## config.mk

```make
export PLATFORM = sky130hd
export DESIGN_NAME = ram16k_arbiter
export DESIGN_NICKNAME = d
export VERILOG_FILES = /design/src/rtl/ram16k_arbiter.sv
export SDC_FILE = /design/constraint.sdc
export NUM_CORES = 1
export LEC_CHECK = 0
export ABC_CLOCK_PERIOD_IN_PS = 3800
export CAP_MARGIN = 25
export CORE_MARGIN = 5
export CORE_UTILIZATION = 43
export DETAILED_ROUTE_END_ITERATION = 12
export GPL_ROUTABILITY_DRIVEN = 1
export PLACE_DENSITY = 0.88
export SYNTH_ARGS = -nofsm -noshare
export SYNTH_HDL_FRONTEND = slang
export SYNTH_SLANG_ARGS = --single-unit
```

## constraint.sdc

```tcl
create_clock -name clk -period 3.8 [get_ports clk]
set_input_delay 0.76 -clock clk [delete_from_list [all_inputs] [get_ports clk]]
set_output_delay 0.76 -clock clk [all_outputs]
set_load 0.005 [all_outputs]
```

## src/rtl/ram16k_arbiter.sv

```systemverilog
// ram16k_arbiter
//   Shares one single-port ram16k (1-cycle registered read) between two
//   requesters. Port A is the CPU side and port B the loader/DMA/debug side.
//   Conflicts are resolved round-robin. B can lock the RAM for short bursts.
//   After MAX_LOCK consecutive locked B grants, A is served once.
//   Each read result is steered back to the port that issued it, with a
//   valid strobe. When the upper 8k bank is absent (HAS_HIGH=0), accesses
//   with addr[AW-1]=1 are acked but never reach the RAM. They also set the
//   sticky oor_err flag.
//
// Ports
//   clk, rst_n                     clock, async active-low reset
//   a_req/a_we/a_addr/a_wdata      port A request (held until a_ack)
//   a_ack                          port A accepted this cycle (combinational)
//   a_rvalid/a_rdata               port A read return (cycle after ack)
//   b_req/b_we/b_addr/b_wdata      port B request (held until b_ack)
//   b_lock                         port B keeps priority while high
//   b_ack/b_rvalid/b_rdata         port B handshake and read return
//   ram_addr/ram_data_in/ram_we/ram_re/ram_data_out   ram16k interface
//   oor_err                        sticky out-of-range flag
module ram16k_arbiter #(
  parameter int AW       = 13,
  parameter int DW       = 16,
  parameter int HAS_HIGH = 1,
  parameter int MAX_LOCK = 8
) (
  input  logic          clk,
  input  logic          rst_n,
  input  logic          a_req,
  input  logic          a_we,
  input  logic [AW-1:0] a_addr,
  input  logic [DW-1:0] a_wdata,
  output logic          a_ack,
  output logic          a_rvalid,
  output logic [DW-1:0] a_rdata,
  input  logic          b_req,
  input  logic          b_we,
  input  logic [AW-1:0] b_addr,
  input  logic [DW-1:0] b_wdata,
  input  logic          b_lock,
  output logic          b_ack,
  output logic          b_rvalid,
  output logic [DW-1:0] b_rdata,
  output logic [AW-1:0] ram_addr,
  output logic [DW-1:0] ram_data_in,
  output logic          ram_we,
  output logic          ram_re,
  input  logic [DW-1:0] ram_data_out,
  output logic          oor_err
);

  localparam int             LCW      = $clog2(MAX_LOCK) + 1;
  localparam logic [LCW-1:0] LOCK_MAX = LCW'(MAX_LOCK);

  localparam logic [1:0] OWN_NONE = 2'd0;
  localparam logic [1:0] OWN_A    = 2'd1;
  localparam logic [1:0] OWN_B    = 2'd2;

  logic           last_q, last_d;          // 1 = B was served last
  logic [LCW-1:0] lock_cnt_q, lock_cnt_d;
  logic [1:0]     rd_owner_q, rd_owner_d;
  logic           rd_oor_q, rd_oor_d;      // pending read was out of range
  logic           oor_err_q;
  logic [AW-1:0]  addr_q;
  logic [DW-1:0]  wdata_q;

  logic           lock_full;
  logic           b_wins;
  logic           gnt;
  logic           sel_we;
  logic [AW-1:0]  sel_addr;
  logic [DW-1:0]  sel_wdata;
  logic           oor;

  // b_wins only decides a conflict. A lone requester is always granted.
  // Acks are gated by rst_n so nothing is granted while reset is asserted.
  always_comb begin
    lock_full = (lock_cnt_q == LOCK_MAX);
    if (b_lock) b_wins = !lock_full;
    else        b_wins = !last_q;
    a_ack = rst_n && a_req && !(b_req && b_wins);
    b_ack = rst_n && b_req && !(a_req && !b_wins);
  end

  always_comb begin
    gnt       = a_ack || b_ack;
    sel_we    = a_ack ? a_we    : b_we;
    sel_addr  = a_ack ? a_addr  : b_addr;
    sel_wdata = a_ack ? a_wdata : b_wdata;
    oor       = (HAS_HIGH == 0) && sel_addr[AW-1];

    ram_we      = gnt && sel_we && !oor;
    ram_re      = gnt && !sel_we && !oor;
    // Idle cycles keep presenting the last granted address and data.
    ram_addr    = gnt ? sel_addr  : addr_q;
    ram_data_in = gnt ? sel_wdata : wdata_q;
    oor_err     = oor_err_q || (gnt && oor);
  end

  always_comb begin
    last_d = last_q;
    if (a_ack)      last_d = 1'b0;
    else if (b_ack) last_d = 1'b1;

    // The counter saturates at MAX_LOCK. It stays there while A is idle,
    // so A is served as soon as it asks.
    lock_cnt_d = lock_cnt_q;
    if (a_ack || !b_lock)      lock_cnt_d = '0;
    else if (b_ack && !lock_full) lock_cnt_d = lock_cnt_q + LCW'(1);

    rd_owner_d = OWN_NONE;
    if (a_ack && !a_we)      rd_owner_d = OWN_A;
    else if (b_ack && !b_we) rd_owner_d = OWN_B;
    rd_oor_d = oor;
  end

  always_ff @(posedge clk or negedge rst_n) begin
    if (!rst_n) begin
      last_q     <= 1'b1;
      lock_cnt_q <= '0;
      rd_owner_q <= OWN_NONE;
      rd_oor_q   <= 1'b0;
      oor_err_q  <= 1'b0;
      addr_q     <= '0;
      wdata_q    <= '0;
    end else begin
      last_q     <= last_d;
      lock_cnt_q <= lock_cnt_d;
      rd_owner_q <= rd_owner_d;
      rd_oor_q   <= rd_oor_d;
      oor_err_q  <= oor_err;
      addr_q     <= ram_addr;
      wdata_q    <= ram_data_in;
    end
  end

  // Read data comes straight from the RAM. It is zero unless it belongs to
  // this port, and also zero when the read hit the absent bank.
  always_comb begin
    a_rvalid = (rd_owner_q == OWN_A);
    b_rvalid = (rd_owner_q == OWN_B);
    a_rdata  = (a_rvalid && !rd_oor_q) ? ram_data_out : '0;
    b_rdata  = (b_rvalid && !rd_oor_q) ? ram_data_out : '0;
  end

endmodule

```

==> key figures, run 1 <==
Critical path
  – CP Class: in -> out
  – Critical path data arrival time: 2.90 ns
  – Critical Path RT: 3.04 ns
  – Reg2Reg Depth: 6
  – Crit path max fanout: 34
  – CP Capture Type: output pin
  – Worst setup SP type: primary input

Placement
  – Placed Cells: ~530
  – Detailed placement HPWL: 6713 µm
  – Worst slack, placed: 0.1805 ns
  – Placed cell area: between 4000 and 5000 µm²
  – GPL Wtd Cong: 0.8453
  – I/O Buffers: 147

STA
  – RSZ-0062 raised after global routing: false
  – Max Freq: roughly 270 MHz
  – Tightest Pin Transition: 0.8615 ns
  – # setup viols final: 0
  – Slew headroom: 0.4245
  – Fin Clk Skew: 0.005553 ns
  – Fin crit share: 0.9627
  – Final Hold Viols: 0
  – Final count of pins violating max slew: 0
  – Slack of the critical path: ~0.14 ns
  – Min Tclk post-route: 3.658 ns
  – Setup TNS: 0 ns

Finish
  – Share of layout cells above drive strength 1: 0.1288
  – Layout area overhead: 60.21%
  – Net count reported at finish: 540
  – Cell Count, Final, Fillers Out: 535
  – Commonest cells after routing, fill and taps aside: clkdlybuf4s50_1 (145), and2_1 (62), dfrtp_1 (35)
  – Register area: roughly 900 µm²
  – Commonest non-fill, non-tap cell in the layout: clkdlybuf4s50_1
  – # diodes: 0
  – Multi-input logic area: 1617 µm²
  – FILL cells: 522
  – Design Area, Final: 4338 µm²

Synthesis
  – Adder-cell area share of the yosys netlist: 0.009242
  – Compound-Gate Fraction of Synth Area: 0.2934
  – Synthesized area per cell: 8.230 µm²
  – Mapped Area: approximately 2700 µm²
  – Simple-gate share of the synthesized area: 0.2837
  – Flops & latches, synth: 36
  – Largest family of logic cells by synthesized area: compound AO/OA/AOI/OAI gates
  – Syn Inst Count: 329
  – Synth warn: 0
  – Sequential area share after synthesis: 0.3332
  – Post-synth top area share: 0.3235
  – Syn nets: between 400 and 500
  – Mux share of post-synthesis cell area: 0.007856
  – Post-synth cell types: 36
  – Post-synth top area cell: dfrtp_1
  – Synth area leaders: dfrtp_1 (32%), and2_1 (14%), a31o_2 (9.4%)
  – Post-synthesis xor/xnor area fraction: 0

Clocking
  – Post-cts sizing count: 0
  – Clock Tree Root: clkbuf_8
  – Postcts setup bufs: 0
  – CTS tree: done
  – Reg clk slew, reported paths: around 0.08 ns
  – # hold bufs at CTS: 0
  – Clock Sink Count: 36
  – Clk buf depth: 2
  – Clk_lat worst skew: approximately 0.30 ns
  – Total CTS buffers: 5
  – H-tree depth: 2

Job
  – Max Cap Viol: 0

Die
  – Die Wd: 89.35 µm
  – Top Ports: 149
  – CORE AREA: 6241 µm²
  – Die Ht: 89.35 µm
  – Starting Density: 0.4338
  – Die area: 7983 µm²
  – Num rows: 29

Routing
  – DRT iter0 DRCs: 203
  – ANT nets after route: 0
  – Drt via density: 5.897
  – WL per Instance: about 17 µm
  – Remaining DRCs: 0
  – Final WL: around 9000 µm
  – First-pass iteration count of the detailed router: 4
  – Vias: 3155

GRT
  – First-pass GRT wire length: ~14000 µm
  – Vias in the first global route: 2993
  – Initial antenna violation count: 0
  – Total grt overflow: 0
  – GRT Util Overall: 0.2255
  – Pin count of the biggest net entering global routing: ~50

Pwr
  – Worst vdd ir: 0.2494 mV
  – Power Density: 269.1 nW/µm²
  – LEAKAGE: 0.001627 µW

Worst hold path
  – Min-Delay Path Class: in -> async

Run status
  – Status: finished, final reports clean
==> metal layers <==
layer,up-vias,GRT usage,routed length (µm)
met2,176,0.3798,4184
met5,-,0,0
met1,1479,0.2731,3496
met4,0,0.06495,157
li1,1488,-,-
met3,12,0.07742,1191
==> registers in the layout, summed over array words and instances (netlist names) <==
| signal | flops |
|---|---|
| lock_cnt_q | 4 |
| last_q | 1 |
| rd_owner_q | 2 |
| wdata_q | 16 |
| addr_q | 13 |
==> cell type report <==
class,instances,share of cell area
tap,77,0.02221
clock buffer,6,0.01904
timing repair buffer,162,0.3715
multi-input combinational,247,0.3727
clock inverter,2,0.002307
inverter,5,0.004327
sequential,36,0.2080
==> final timing paths <==
path                                         end  slack (ns)                 startpoint
max                                 ram_addr[10]        0.14                     b_lock
min                          addr_q[7]$_DFF_PN0_        0.49                      rst_n
max reg2reg                wdata_q[11]$_DFF_PN0_        1.97  lock_cnt_q[0]$_DFFE_PN0P_
min reg2reg                 wdata_q[7]$_DFF_PN0_        0.55       wdata_q[7]$_DFF_PN0_
max in group asynchronous     last_q$_DFFE_PN1P_        3.01                      rst_n
min in group clk            wdata_q[7]$_DFF_PN0_        0.55       wdata_q[7]$_DFF_PN0_
==> worst max-delay path: stages <==
cell and delay (ns):
clkdlybuf4s50_1 0.56, nand4b_1 0.21, buf_4 0.30, a31o_2 0.27
a31oi_1 0.23, clkdlybuf4s50_1 0.55
==> through the flow <==
step / hold slack, ns / total power, µW / util
after floorplan: 0.4644 / 627.9 / -
after global placement: 0.5348 / 871.8 / 0.6802
after detailed placement: 0.5372 / 882.2 / 0.6802
after CTS: 0.4957 / 1174 / 0.6951
after global routing: 0.5141 / 1236 / 0.6951
final: 0.4894 / 1167 / 0.6951
==> cells by family after synthesis <==
group / Yosys count
AND/OR/NAND/NOR: 141
AO/OA/AOI/OAI: 101
buffers and inverters: 46
flip-flops: 36
multiplexers: 2
adder cells (fa/ha/maj): 2
other: 1
==> report_power, final <==
| group | leakage [µW] | internal, µW | switching (µW) |
|---|---|---|---|
| clock | 0.0000510 | 145 | 148 |
| combinational | 0.00116 | 247 | 181 |
| sequential | 0.000411 | 431 | 16.1 |
| total | 0.00163 | 823 | 344 |
==> synth_stat cells (all sizes together) <==
| library cell | count |
|---|---|
| a211oi | 4 |
| a21oi | 1 |
| a311oi | 1 |
| a31o | 30 |
| a31oi | 29 |
| a32oi | 29 |
| and2 | 62 |
| and3b | 2 |
| buf | 11 |
| clkbuf | 30 |
| conb | 1 |
| dfrtp | 35 |
| dfstp | 1 |
| ha | 2 |
| inv | 5 |
| mux2 | 1 |
| mux2i | 1 |
| nand2 | 3 |
| nand2b | 1 |
| nand3 | 31 |
| nand3b | 2 |
| nand4 | 2 |
| nand4b | 1 |
| nor2 | 31 |
| nor2b | 2 |
| nor3 | 2 |
| o21a | 2 |
| o21ai | 2 |
| o31ai | 3 |
| or4 | 2 |
Power figures use the tool's default switching activity.
==> inputs of run 2 (changes only) <==
--- a/config.mk
+++ b/config.mk
@@ -12,6 +12,7 @@
 export DETAILED_ROUTE_END_ITERATION = 12
 export GPL_ROUTABILITY_DRIVEN = 1
 export PLACE_DENSITY = 0.88
+export SKIP_CTS_REPAIR_TIMING = 1
 export SYNTH_ARGS = -nofsm -noshare
 export SYNTH_HDL_FRONTEND = slang
 export SYNTH_SLANG_ARGS = --single-unit
==> results of run 2 <==
No change in the layout: final DEF, timing and power equal those of run 1.
==> inputs of run 3 (changes only) <==
--- a/config.mk
+++ b/config.mk
@@ -12,6 +12,7 @@
 export DETAILED_ROUTE_END_ITERATION = 12
 export GPL_ROUTABILITY_DRIVEN = 1
 export PLACE_DENSITY = 0.88
+export SETUP_SLACK_MARGIN = 0.5
 export SKIP_CTS_REPAIR_TIMING = 1
 export SYNTH_ARGS = -nofsm -noshare
 export SYNTH_HDL_FRONTEND = slang
==> key figures, run 3 (synthesis gave the netlist of run 1 again) <==
Run status
  – Status: finished, final reports clean

GRT
  – GRT Util Overall: 0.2255 (unchanged)
  – Pin count of the biggest net entering global routing: 49 (unchanged)
  – Vias in the first global route: 2993 (unchanged)
  – Total grt overflow: 0 (unchanged)
  – Initial antenna violation count: 0 (unchanged)
  – First-pass GRT wire length: 14260 µm (unchanged)

Finish
  – Max reg flops: 16 (unchanged)
  – Register area: 902.1 µm² (unchanged)
  – Layout area overhead: 68.76%
  – Net count reported at finish: 547 (+1.3%)
  – Cell Count, Final, Fillers Out: 542 (+1.3%)
  – FILL cells: 478 (-8.4%)
  – Commonest cells after routing, fill and taps aside: clkdlybuf4s50_1 (128), and2_1 (62), dfrtp_1 (35)
  – # diodes: 0 (unchanged)
  – Multi-input logic area: 1692 µm² (+4.6%)
  – Top reg by flops: wdata_q
  – Commonest non-fill, non-tap cell in the layout: clkdlybuf4s50_1
  – Share of layout cells above drive strength 1: 0.1699 (+0.04107)
  – Largest regs: wdata_q: 16 flops, addr_q: 13 flops, lock_cnt_q: 4 flops

STA
  – Tightest Pin Transition: 0.8507 ns (-0.01080 ns)
  – Fin Clk Skew: 0.005227 ns (-0.0003252 ns)
  – Final count of pins violating max slew: 0 (unchanged)
  – Final hold slack: 0.5044 ns (+0.01493 ns)
  – Fin crit share: 0.8502 (-0.1125)
  – # setup viols final: 0 (unchanged)
  – Setup TNS: 0 ns (unchanged)
  – Final Hold Viols: 0 (unchanged)
  – RSZ-0062 raised after global routing: false
  – Slew headroom: 0.4317 (+0.007215)
  – Max Freq: 309.5 MHz (+13%)
  – Min Tclk post-route: 3.231 ns (-0.4277 ns)

Critical path
  – CP Class: reg -> out
  – Critical path data arrival time: 2.47 ns (-0.43 ns)
  – Reg2reg setup slack: 2.12 ns (+0.15 ns)
  – Critical Path RT: 3.04 ns (about the same)
  – CP Capture Type: output pin
  – Cell Chain, Critical Path: inv_1, ha_4, nand4b_1, buf_6, buf_12, a31o_2, inv_2, mux2_1, clkdlybuf4s50_1
  – Crit path largest cell delay: 0.44 ns (-0.12 ns)
  – Worst path slowest cell: clkdlybuf4s50_1
  – Crit path max fanout: 7 (-79%)
  – Worst setup SP type: flop

Routing
  – WL per Instance: 17.77 µm (+5.3%)
  – Drt via density: 6.000 (+1.7%)
  – First-pass iteration count of the detailed router: 4 (unchanged)
  – Final WL: 9629 µm (+6.6%)
  – DRT iter0 DRCs: 259 (+28%)
  – Vias: 3252 (+3.1%)
  – ANT nets after route: 0 (unchanged)
  – Remaining DRCs: 0 (unchanged)

Placement
  – Detailed placement HPWL: 6713 µm (unchanged)
  – I/O Buffers: 147 (unchanged)
  – GPL Wtd Cong: 0.8453 (unchanged)
  – Placed Cells: 527 (unchanged)

Die
  – Starting Density: 0.4338 (unchanged)
  – Die area: 7983 µm² (unchanged)
  – Die Wd: 89.35 µm (unchanged)
  – Top Ports: 149 (unchanged)
  – CORE AREA: 6241 µm² (unchanged)
  – Num rows: 29 (unchanged)
  – Die Ht: 89.35 µm (unchanged)

Pwr
  – Logic pwr share: 0.374 (+0.008)
  – Worst vdd ir: 0.2471 mV (-0.93%)
  – Sequential Power Share: 0.379 (-0.004)
  – Switching portion of total power: 0.3008 (+0.005886)
  – Clock power frac: 0.247 (-0.004)
  – Internal power: 825.9 µW (+0.35%)
  – LEAKAGE: 0.001810 µW (+11%)
  – Power Density: 258.5 nW/µm² (-3.9%)
  – Net Switching: 355.3 µW (+3.2%)

Clocking
  – Clock Tree Root: clkbuf_8
  – Clk_lat worst skew: 0.29 ns (about the same)
  – Clock Sink Count: 36 (unchanged)
  – H-tree depth: 2 (unchanged)
  – Clk buf depth: 2 (unchanged)
  – Total CTS buffers: 5 (unchanged)
  – Reg clk slew, reported paths: 0.08 ns (about the same)
  – CTS tree: done

Job
  – Max Cap Viol: 0 (unchanged)

Worst hold path
  – Min-Delay Path Class: in -> async
## run 3: cell type report
cell class / instances / area share
Timing Repair Buffer: 169 / 0.3869
Clock inverter: 2 / 0.002191
Multi-Input combinational cell: 247 / 0.3702
Tap cell: 77 / 0.02108
Sequential cell: 36 / 0.1974
Inverter: 5 / 0.004107
Clock buffer: 6 / 0.01807
## run 3: worst paths after layout
path / end / cells past startpoint / startpoint
min in group clk: wdata_q[7]$_DFF_PN0_ / 2 / wdata_q[7]$_DFF_PN0_
worst min register to register: wdata_q[7]$_DFF_PN0_ / 2 / wdata_q[7]$_DFF_PN0_
worst max-delay path: ram_re / 9 / lock_cnt_q[1]$_DFFE_PN0P_
worst min-delay path: addr_q[7]$_DFF_PN0_ / 2 / rst_n
worst max register to register: addr_q[11]$_DFF_PN0_ / 7 / lock_cnt_q[1]$_DFFE_PN0P_
max in group asynchronous: last_q$_DFFE_PN1P_ / 2 / rst_n
## run 3: worst max-delay path, delay by kind of cell, from the launching register on
family	cells	cell delay [ns]
buffers and inverters	5	0.92
adders and majority gates	1	0.15
AOI/OAI and AO/OA	1	0.27
DFF	1	0.38
and+or+nand+nor	1	0.13
muxes	1	0.32
## run 3: power by group through the flow
| stage | clock, µW | combinational [µW] | sequential, µW |
|---|---|---|---|
| finish | 292 | 441 | 448 |
| global route | 316 | 480 | 453 |
| CTS | 297 | 430 | 448 |
| detailed placement | 0 | 427 | 455 |
| global placement | 0 | 420 | 452 |
| floorplan | 0 | 178 | 449 |
## run 3: metal layers
layer | wire length [µm] | up-vias | track usage
met4 | 178 | 0 | 0.06495
met3 | 1156 | 18 | 0.07742
met2 | 4579 | 170 | 0.3798
met1 | 3716 | 1562 | 0.2731
met5 | 0 | - | 0
li1 | - | 1502 | -
## run 3: through the flow
step	worst slack, ns	utilization	area, µm²	total power, µW
after detailed placement	0.1805	0.6802	4245	882.2
after global routing	0.4879	0.7322	4569	1249
final	0.5692	0.7322	4569	1181
after global placement	0.1974	0.6802	4245	871.8
after CTS	0.1493	0.6951	4338	1174
after floorplan	1.261	-	2708	627.9
